**src/rtl/sram_arbiter.sv**
```systemverilog
// Round-robin arbiter and access sequencer sharing one asynchronous SRAM among CHANNELS clients.
// Define SRAM_ARB_PRIORITY0_EN to give channel 0 absolute priority over the others.
`timescale 1ns/1ps
module sram_arbiter #(
    parameter int unsigned ADDR_W      = 18,
    parameter int unsigned DATA_W      = 16,
    parameter int unsigned CHANNELS    = 2,
    parameter int unsigned WAIT_CYCLES = 1
) (
    input  logic                       clk,
    input  logic                       reset,
    input  logic [CHANNELS-1:0]        ch_req,
    input  logic [CHANNELS-1:0]        ch_we,
    input  logic [CHANNELS*ADDR_W-1:0] ch_addr,
    input  logic [CHANNELS*DATA_W-1:0] ch_wdata,
    output logic [CHANNELS-1:0]        ch_ack,
    output logic [DATA_W-1:0]          rdata,
    output logic                       busy,
    output logic [ADDR_W-1:0]          address_pins,
    output logic [DATA_W-1:0]          data_pins_out,
    output logic                       data_pins_out_en,
    input  logic [DATA_W-1:0]          data_pins_in,
    output logic                       OE,
    output logic                       WE,
    output logic                       CS
);
    localparam int unsigned GW = (CHANNELS > 1) ? $clog2(CHANNELS) : 1;
    localparam int unsigned CW = 3;

    typedef enum logic [1:0] {IDLE, ACCESS, RECOVER} state_t;

    state_t              state_q, state_d;
    logic [CW-1:0]       cnt_q, cnt_d;
    logic [GW-1:0]       last_grant_q, last_grant_d;
    logic                write_q, write_d;
    logic [CHANNELS-1:0] ack_d;
    logic [DATA_W-1:0]   rdata_d, dout_d;
    logic [ADDR_W-1:0]   addr_d;
    logic                oe_d, we_d, cs_d, out_en_d, busy_d;

    logic [CHANNELS-1:0] rr_req_c;
    logic [GW-1:0]       win_c;
    logic                any_req_c;

`ifdef SRAM_ARB_PRIORITY0_EN
    assign rr_req_c = {ch_req[CHANNELS-1:1], 1'b0};
`else
    assign rr_req_c = ch_req;
`endif
    assign any_req_c = |ch_req;

    // Winner: first requester after last_grant, wrapping; channel 0 overrides in priority mode
    always_comb begin
        logic [GW-1:0] idx;
        logic          found;
        win_c = '0;
        found = 1'b0;
        idx   = '0;
        for (int unsigned i = 1; i <= CHANNELS; i++) begin
            idx = GW'((32'(last_grant_q) + i) % CHANNELS);
            if (!found && rr_req_c[idx]) begin
                win_c = idx;
                found = 1'b1;
            end
        end
`ifdef SRAM_ARB_PRIORITY0_EN
        if (ch_req[0]) win_c = '0;
`endif
    end

    // Next state and next registered pin values
    always_comb begin
        state_d      = state_q;
        cnt_d        = cnt_q;
        last_grant_d = last_grant_q;
        write_d      = write_q;
        ack_d        = '0;
        rdata_d      = rdata;
        addr_d       = address_pins;
        dout_d       = data_pins_out;
        oe_d         = 1'b1;
        we_d         = 1'b1;
        cs_d         = 1'b1;
        out_en_d     = 1'b0;
        unique case (state_q)
            IDLE: begin
                if (any_req_c) begin
                    state_d      = ACCESS;
                    last_grant_d = win_c;
                    cnt_d        = CW'(WAIT_CYCLES);
                    write_d      = ch_we[win_c];
                    addr_d       = ch_addr[32'(win_c)*ADDR_W +: ADDR_W];
                    if (ch_we[win_c]) dout_d = ch_wdata[32'(win_c)*DATA_W +: DATA_W];
                    cs_d         = 1'b0;
                    oe_d         = ch_we[win_c];
                    we_d         = !ch_we[win_c];
                    out_en_d     = ch_we[win_c];
                end
            end
            ACCESS: begin
                cs_d     = 1'b0;
                out_en_d = write_q;
                if (cnt_q == '0) begin
                    state_d             = RECOVER;
                    ack_d[last_grant_q] = 1'b1;
                    if (!write_q) rdata_d = data_pins_in;
                end else begin
                    cnt_d = cnt_q - CW'(1);
                    oe_d  = write_q;
                    we_d  = !write_q;
                end
            end
            RECOVER: state_d = IDLE;
            default: state_d = IDLE;
        endcase
        busy_d = (state_d != IDLE);
    end

    always_ff @(posedge clk or negedge reset) begin
        if (!reset) begin
            state_q          <= IDLE;
            cnt_q            <= '0;
            last_grant_q     <= GW'(CHANNELS - 1);
            write_q          <= 1'b0;
            ch_ack           <= '0;
            rdata            <= '0;
            busy             <= 1'b0;
            address_pins     <= '0;
            data_pins_out    <= '0;
            data_pins_out_en <= 1'b0;
            OE               <= 1'b1;
            WE               <= 1'b1;
            CS               <= 1'b1;
        end else begin
            state_q          <= state_d;
            cnt_q            <= cnt_d;
            last_grant_q     <= last_grant_d;
            write_q          <= write_d;
            ch_ack           <= ack_d;
            rdata            <= rdata_d;
            busy             <= busy_d;
            address_pins     <= addr_d;
            data_pins_out    <= dout_d;
            data_pins_out_en <= out_en_d;
            OE               <= oe_d;
            WE               <= we_d;
            CS               <= cs_d;
        end
    end
endmodule

```
**config.mk**
```make
export PLATFORM = sky130hd
export DESIGN_NAME = sram_arbiter
export DESIGN_NICKNAME = d
export VERILOG_FILES = /design/src/rtl/sram_arbiter.sv
export SDC_FILE = /design/constraint.sdc
export NUM_CORES = 1
export LEC_CHECK = 0
export CAP_MARGIN = 15
export CORE_ASPECT_RATIO = 0.6
export CORE_UTILIZATION = 37
export CTS_BUF_LIST = sky130_fd_sc_hd__clkbuf_8 sky130_fd_sc_hd__clkbuf_16
export CTS_CLUSTER_SIZE = 28
export DETAILED_ROUTE_END_ITERATION = 7
export PLACE_DENSITY = 0.75
export SLEW_MARGIN = 20
export SYNTH_ARGS = -nofsm -noshare
export SYNTH_HDL_FRONTEND = slang
export SYNTH_SLANG_ARGS = --single-unit
```
**constraint.sdc**
```tcl
create_clock -name clk -period 1.79 [get_ports clk]
set_clock_uncertainty 0.05 [all_clocks]
set_input_delay 0.2685 -clock clk [delete_from_list [all_inputs] [get_ports clk]]
set_output_delay 0.2685 -clock clk [all_outputs]
set_load 0.01 [all_outputs]
```
After elaboration in Yosys (flattened, before gate mapping)
Cells that the tools add are included.

Word-level logic and storage cells: 71. Register bits: 64. Output and inout bits: 57. Bits of input ports: 90.

Mux-type cells: 29. Equal/unequal tests: 3. $lt $le $gt $ge: 5. Multipliers: 1. Add/sub/neg operators: 3. Shift-type cells: 2. Bitwise gates (word level): 1. Reductions and logical operators: 14.

Operators by type and width (number): 36-bit by 7-bit variable part select with 18-bit output (1); 32-bit by 6-bit variable part select with 16-bit output (1); 1-bit two-way mux (16); 3-bit AND reduction (3); 1-bit by 2-bit < comparator with 1-bit output, second input constant (4); 2-bit two-way mux (4); 1-bit case mux with 2 select lines (4); 3-bit two-way mux (2); 3-bit case mux with 2 select lines (1); 1-bit by 4-bit multiplier with 5-bit output, second input constant (1); 2-bit != test, second input constant (2); 2-bit case mux with 2 select lines (1); 2-bit nonzero test (2); 1-bit zero test (3); 3-bit zero test (1); 3-bit by 1-bit subtractor with 3-bit output, second input constant (1); 1-bit adder, second input constant (2); 2-bit by 1-bit == test with 1-bit output, second input constant (1); 1-bit logical AND (2); 2-bit zero test (1); 2-bit AND reduction (1); 2-bit OR reduction (1); 1-bit demux with 1-bit select (1); 1-bit greater-or-equal comparator, second input constant (1); 1-bit inverter (1).

Longest topological paths before layout
Gate-level depths: netlist of run 1.

Depth in word-level cells: 12. Gate-level depth with buffers: 6. Mapped depth without buffers: 5.

Worst setup path after synthesis of run 1
Ideal clock, no wire load.

Path kind: reg-to-reg. Start: reg cnt_q[0]. End: reg rdata[10]. Required time: 1615 ps. Path slack: 13 ps. Period minus slack after synthesis: 1777 ps. Arrival: 1602 ps. Buffers on the path: 1. Stages on the path, launching flop included: 7. Setup time: 125 ps. Cells stage by stage: dfrtp_1 inv_1 ha_1 nand2b_1 nor3_2 buf_6 mux2_2.

Cells in the longest elaborated chain, start to end: 2.

Ends and longest elaborated chain: start, declared (line 33) `logic [CW-1:0] cnt_q, cnt_d;`; start signal, assigned (line 136) `cnt_q <= cnt_d;`; 3-bit zero test (line 103) `if (cnt_q == '0) begin`; 3-bit AND reduction (no source line); end signal, assigned (line 140) `rdata <= rdata_d;`; end, declared (line 17) `output logic [DATA_W-1:0] rdata,`.

Every way passes these cells. A chain may end at the register's enable or synchronous reset.

Final worst setup path of run 1
Start: reg CS. End: out CS.

RTL lines: start, declared (line 25) `output logic CS`; start signal, assigned (line 147) `CS <= cs_d;`.

No word-level cell between the ends.

==> summary.txt, run 1 <==
Synthesis
  – Mapped Cells: between 200 and 250
  – Area share of the largest cell type after synthesis: 50.3%
  – Sequential fraction of the synthesis area: 53.8%
  – Largest cells by area after synthesis: dfrtp_1, mux2_2, a221oi_2, a21oi_1, dfstp_2
  – Netlist Area Pre-Place: 2990 sq um
  – Adder-cell share of the synthesized area: 0.838%
  – Average size of a mapped cell: 12.5 sq um
  – Flip-flop and latch count after synthesis: 64
  – Post-Synth XOR/XNOR Area: 0%
  – Largest family of logic cells by synthesized area: multiplexers
  – Leading area contributor after synthesis: dfrtp_1
  – Simple-gate portion of the synthesized area: 7.59%
  – Mux share of post-synthesis cell area: approximately 20%
  – Net Count, Synth: 331
  – Yosys warnings: 0
  – Synth Area in Compound Gates: roughly 12%
  – Synth unique cells: 34

Critical path
  – Cell depth of the worst setup path: 1
  – Reg2reg end: rdata[9]
  – Largest stage delay, worst path: approximately 540 ps
  – CP Buf/Inv Count: 1
  – Crit path max-delay family: buffers and inverters
  – Worst EP required: between 1000 and 1500 ps
  – Crit path cell chain: clkdlybuf4s50_1
  – CP max stage cell: clkdlybuf4s50_1
  – R2R cell count: 6
  – R2r setup slk: 120 ps
  – Setup crit end: CS
  – CP Data Arrival Time: 1370 ps
  – CP startpoint: CS
  – RR Startpoint: cnt_q[0]
  – CP max FO: 1
  – Crit Path Category: reg2out
  – Worst setup SP type: register
  – Kind of end point of the critical path: output port

Layout
  – ANT cells: 0
  – Layout net count: 494
  – Most frequent cells in the layout: clkdlybuf4s50_1, dfrtp_1, mux2_2
  – Share of cells above drive strength 1: 26.0%
  – Most common cell after layout, fill and taps aside: clkdlybuf4s50_1
  – Area delta synth->final: 68.8%

STA
  – Final setup vio count: 0
  – Fmax: roughly 0.59 GHz
  – Worst Max-Slew Pin Slew: 552 ps
  – Setup_tns: 0 ps
  – Minimum clock period: 1690 ps
  – RSZ-0062 raised after global routing: no
  – Rel. slew slack: between 60 and 70%
  – Final period util: 94.5%
  – Fin. Hold Viols: 0
  – Max-slew violation count: 0

Route
  – DR iter-0 viols: between 70 and 80
  – WL/cell: approximately 15 um
  – Post-DR vias/cell: 4.88
  – Vias: about 2500
  – Post-DRT Antenna Nets: 0
  – WL final: 7.92 mm
  – Pre-Repair DR Iteration Count: 4
  – DR DRC count: 0

Outcome
  – Outcome: complete, no violations

Clock tree
  – Clk_lat worst skew: 330 ps
  – CTS Sinks: 64
  – Post-CTS resize count: 0
  – CTS max path bufs: 2
  – Root Buffer: clkbuf_16
  – CTS buffer count: 9
  – H-tree depth: 3
  – Worst-path clk slew: 50 ps
  – CTS tree: yes

Global routing
  – Initial antenna violation count: 0
  – First-pass GRT wire length: 13.1 mm
  – GRT overflow: 0
  – Pin count of the biggest net entering global routing: 26
  – Overall Global Routing Usage: between 20% and 30%
  – Vias in the first global route: 2622

Die
  – Cell Rows: 24
  – Die X-Extent: ~120 um
  – Initial core utilization: 39.6%
  – Core box area: 7540 sq um
  – Die Ht: between 70 and 80 um
  – DIE AREA: 8440 sq um
  – Ports: around 150

Power and ir drop
  – LEAKAGE: 0.00210 uW
  – Worst VDD drop: 0.953 mV
  – Tot Pwr: between 8000 and 9000 uW
  – Pwr/cell area: about 1600 nW/um^2

Job
  – Max cap viols: 0

Placement
  – Global placement routability congestion: 0.766
  – PortBufs: between 100 and 150
  – Dpl hpwl: roughly 6 mm

Hold path
  – HP Class: in2async
[state kept, by name, indices dropped and copies added (netlist names)]
signal and cells:
data_pins_out 16, last_grant_q 1, OE 1, WE 1, state_q 2, cnt_q 3
CS 1, address_pins 18, rdata 16, data_pins_out_en 1, write_q 1, ch_ack 2
busy 1
[routing by layer]
metal  share of wire [%]  global-route usage, %  vias up
li1                    -                      -     1187
met5                   0                      0        -
met4                 1.1                   6.13        0
met1                  45                   25.7     1204
met2                  46                   31.8       91
met3                 7.2                   7.25       10
[final cells by class]
cell class	instances	area, sq um
multi-input combinational	140	1220
clock inverter	5	47.5
clock buffer	11	253
sequential	64	1610
inverter	20	75.1
fill	579	2500
timing repair buffer	167	1700
tap	104	130
[cell usage after synthesis, drive strengths merged]
master   instances
dfrtp           60
mux2            52
a21oi           21
inv             20
nor3            19
a221oi          16
buf             10
clkbuf           5
dfstp            4
nor2             4
nand2            3
nor2b            3
or2              3
and2             2
ha               2
nand2b           2
o21ai            2
a21boi           1
a22oi            1
a2bb2oi          1
a31oi            1
and3             1
mux2i            1
nand4bb          1
nor3b            1
o22a             1
o2bb2ai          1
or4              1
[what timing repair did]
action | CTS | global route
endpoints found under the hold margin | 20 | 0
buffers inserted | 0 | 0
hold buffers | 1 | 0
[worst min path at each step]
stage	from	end
final	reset	address_pins[10]
after global routing	ch_wdata[30]	data_pins_out[14]
after CTS	reset	address_pins[10]
after detailed placement	reset	address_pins[10]
after global placement	reset	address_pins[12]
after floorplan	reset	address_pins[0]
[power by group]
| part | internal [uW] | switching [uW] | leakage (uW) |
|---|---|---|---|
| sequential | 2200 | 411 | 0.000746 |
| combinational | 2300 | 1500 | 0.00119 |
| clock | 1140 | 598 | 0.000158 |
[stage by stage]
| stage | cells | util (%) | hold WS [ps] | setup WS (ps) | instance area [sq um] |
|---|---|---|---|---|---|
| 6_report | 511 | 66.9 | 416 | 99.2 | 5040 |
| 5_1_grt | 511 | 66.9 | 464 | 30.5 | 5040 |
| 4_1_cts | 511 | 66.9 | 421 | 76.9 | 5040 |
| 3_5_place_dp | 494 | 62.7 | 237 | -192 | 4730 |
| 3_3_place_gp | 494 | 62.7 | 231 | -150 | 4730 |
| 2_1_floorplan | 239 | - | -77.1 | 13.1 | 2990 |
[cells by family after synthesis]
kind of cell | count (synthesis)
multiplexers | 53
adder cells (fa/ha/maj) | 2
AND/OR/NAND/NOR | 40
flip-flops | 64
AO/OA/AOI/OAI | 45
buffers and inverters | 35
No activity file was read; power rests on OpenSTA's default activity.
==> run 2, diff against run 1 <==
- ABC_CLOCK_PERIOD_IN_PS: default -> 1790
- GPL_TIMING_DRIVEN: default -> 0
==> summary.txt, run 2 (synthesis results as in run 1) <==
Power and ir drop
  – Worst VDD drop: between 0.9 and 1 mV
  – LEAKAGE: 0.00208 uW
  – Tot Pwr: approximately 8000 uW
  – Pwr/cell area: between 1500 and 2000 nW/um^2

Global routing
  – Vias in the first global route: 2552
  – Pin count of the biggest net entering global routing: 53
  – First-pass GRT wire length: between 10 and 15 mm
  – GRT overflow: 0
  – Overall Global Routing Usage: 19.8%
  – Initial antenna violation count: 0

Layout
  – Largest Register: address_pins
  – Share of cells above drive strength 1: 28.0%
  – Layout net count: 497
  – Area delta synth->final: 68.1%
  – ANT cells: 0
  – Top flop regs: address_pins: 18 flops, data_pins_out: 16 flops, rdata: 16 flops
  – Max reg flops: 18
  – Most frequent cells in the layout: clkdlybuf4s50_1, dfrtp_1, mux2_2
  – Most common cell after layout, fill and taps aside: clkdlybuf4s50_1

Hold path
  – HP Class: in2reg

Die
  – Ports: roughly 150
  – Core box area: 7540 sq um
  – Die X-Extent: 118 um
  – Initial core utilization: 39.6%
  – Cell Rows: 24
  – DIE AREA: approximately 8400 sq um
  – Die Ht: 71.6 um

Outcome
  – Outcome: complete, no violations

STA
  – Worst Max-Slew Pin Slew: roughly 460 ps
  – Rel. slew slack: 69.4%
  – Max-slew violation count: 0
  – PnR worst setup slack: around 56 ps
  – Fmax: 0.577 GHz
  – Final setup vio count: 0
  – RSZ-0062 raised after global routing: yes
  – Fin. Hold Viols: 0
  – Minimum clock period: 1730 ps
  – Final period util: slightly below 100%

Critical path
  – CP Data Arrival Time: 1910 ps
  – Crit path cell chain: nand4bb_1, buf_6, or2_1, buf_8, a221oi_2
  – Crit Path Category: reg2reg
  – Setup crit end: data_pins_out[14]
  – Worst EP required: 1970 ps
  – Reg2reg end: data_pins_out[14]
  – R2r setup slk: 60 ps
  – R2R cell count: 5
  – Kind of end point of the critical path: register
  – Largest stage delay, worst path: 440 ps
  – Worst setup SP type: register
  – CP startpoint: state_q[0]
  – CP max stage cell: dfrtp_2
  – RR Startpoint: state_q[0]
  – CP max FO: 10

Placement
  – Dpl ws: -627 ps
  – PortBufs: 146
  – Global placement routability congestion: 0.775
  – Dpl hpwl: 5.82 mm

Route
  – Vias: 2501
  – DR iter-0 viols: 200
  – DR DRC count: 0
  – Post-DRT Antenna Nets: 0
  – WL/cell: 15.5 um
  – WL final: 7.96 mm
  – Post-DR vias/cell: around 4.9
  – Pre-Repair DR Iteration Count: 4

Job
  – Max cap viols: 0

Clock tree
  – H-tree depth: 3
  – CTS max path bufs: 2
  – Clk_lat worst skew: between 300 and 400 ps
  – Root Buffer: clkbuf_16
  – CTS buffer count: 9
  – CTS Sinks: 64
  – Worst-path clk slew: 50 ps
  – CTS tree: yes
-- run 2: how the worst min path moves through the flow --
stage / from / endpoint / depth (start not counted)
2_1_floorplan: reset / address_pins[0] / 0
3_3_place_gp: cnt_q[1] / cnt_q[1] / 1
3_5_place_dp: reset / address_pins[11] / 1
4_1_cts: reset / rdata[2] / 2
5_1_grt: ch_req[0] / last_grant_q / 2
6_report: ch_req[0] / last_grant_q / 2
-- run 2: area by class of cell --
cell class                 count  area, sq um
tap                          104          130
clock buffer                  10          239
buffer                        13          100
sequential                    64         1610
clock inverter                 6         36.3
inverter                      20         75.1
fill                         585         2520
multi-input combinational    140         1260
timing repair buffer         157         1570
-- run 2: metrics by stage --
stage	area (sq um)	hold WS, ps	utilization, %	std cells	setup TNS, ps
after floorplan	2990	-77.1	-	239	0
after global placement	4580	427	60.7	489	-124650
after detailed placement	4600	80.9	61.1	490	-19350
after CTS	4950	280	65.7	511	0
after global routing	5020	238	66.6	514	-4.81
final	5020	226	66.6	514	0
-- run 2: worst max-delay path, delay by kind of cell, from the launching register on --
family                 cells  cell delay, ps
flip-flops                 1             440
buffers and inverters      2             360
AO/OA/AOI/OAI              1             230
AND/OR/NAND/NOR            2             560
-- run 2: layer usage --
metal  global-route usage [%]  up-vias  share of wire, %
li1                         -     1194                 -
met1                     25.1     1199                46
met2                     32.1      104                47
met3                     7.09        4               6.9
met4                     5.70        0              0.21
met5                        0        -                 0
-- run 2: timing repair --
item                                    4_1_cts  5_1_grt
pin swaps                                     1        6
setup buffers                                 5        4
hold buffers                                  1        0
endpoints found under the setup margin       45       46
resized for setup                             8       13
endpoints found under the hold margin        12        0
gates cloned                                  0        0
-- run 2: where the power goes --
| part | total [uW] | switching [uW] | internal [uW] |
|---|---|---|---|
| Combinational | 3850 | 1560 | 2290 |
| Sequential | 2590 | 394 | 2200 |
| Clock | 1570 | 606 | 962 |
==> run 3, diff against run 2 <==
- ABC_CLOCK_PERIOD_IN_PS: 1790 -> default
- CTS_CLUSTER_SIZE: 28 -> 40
==> results of run 3 <==
No change in the layout: final DEF, timing and power equal those of run 2.
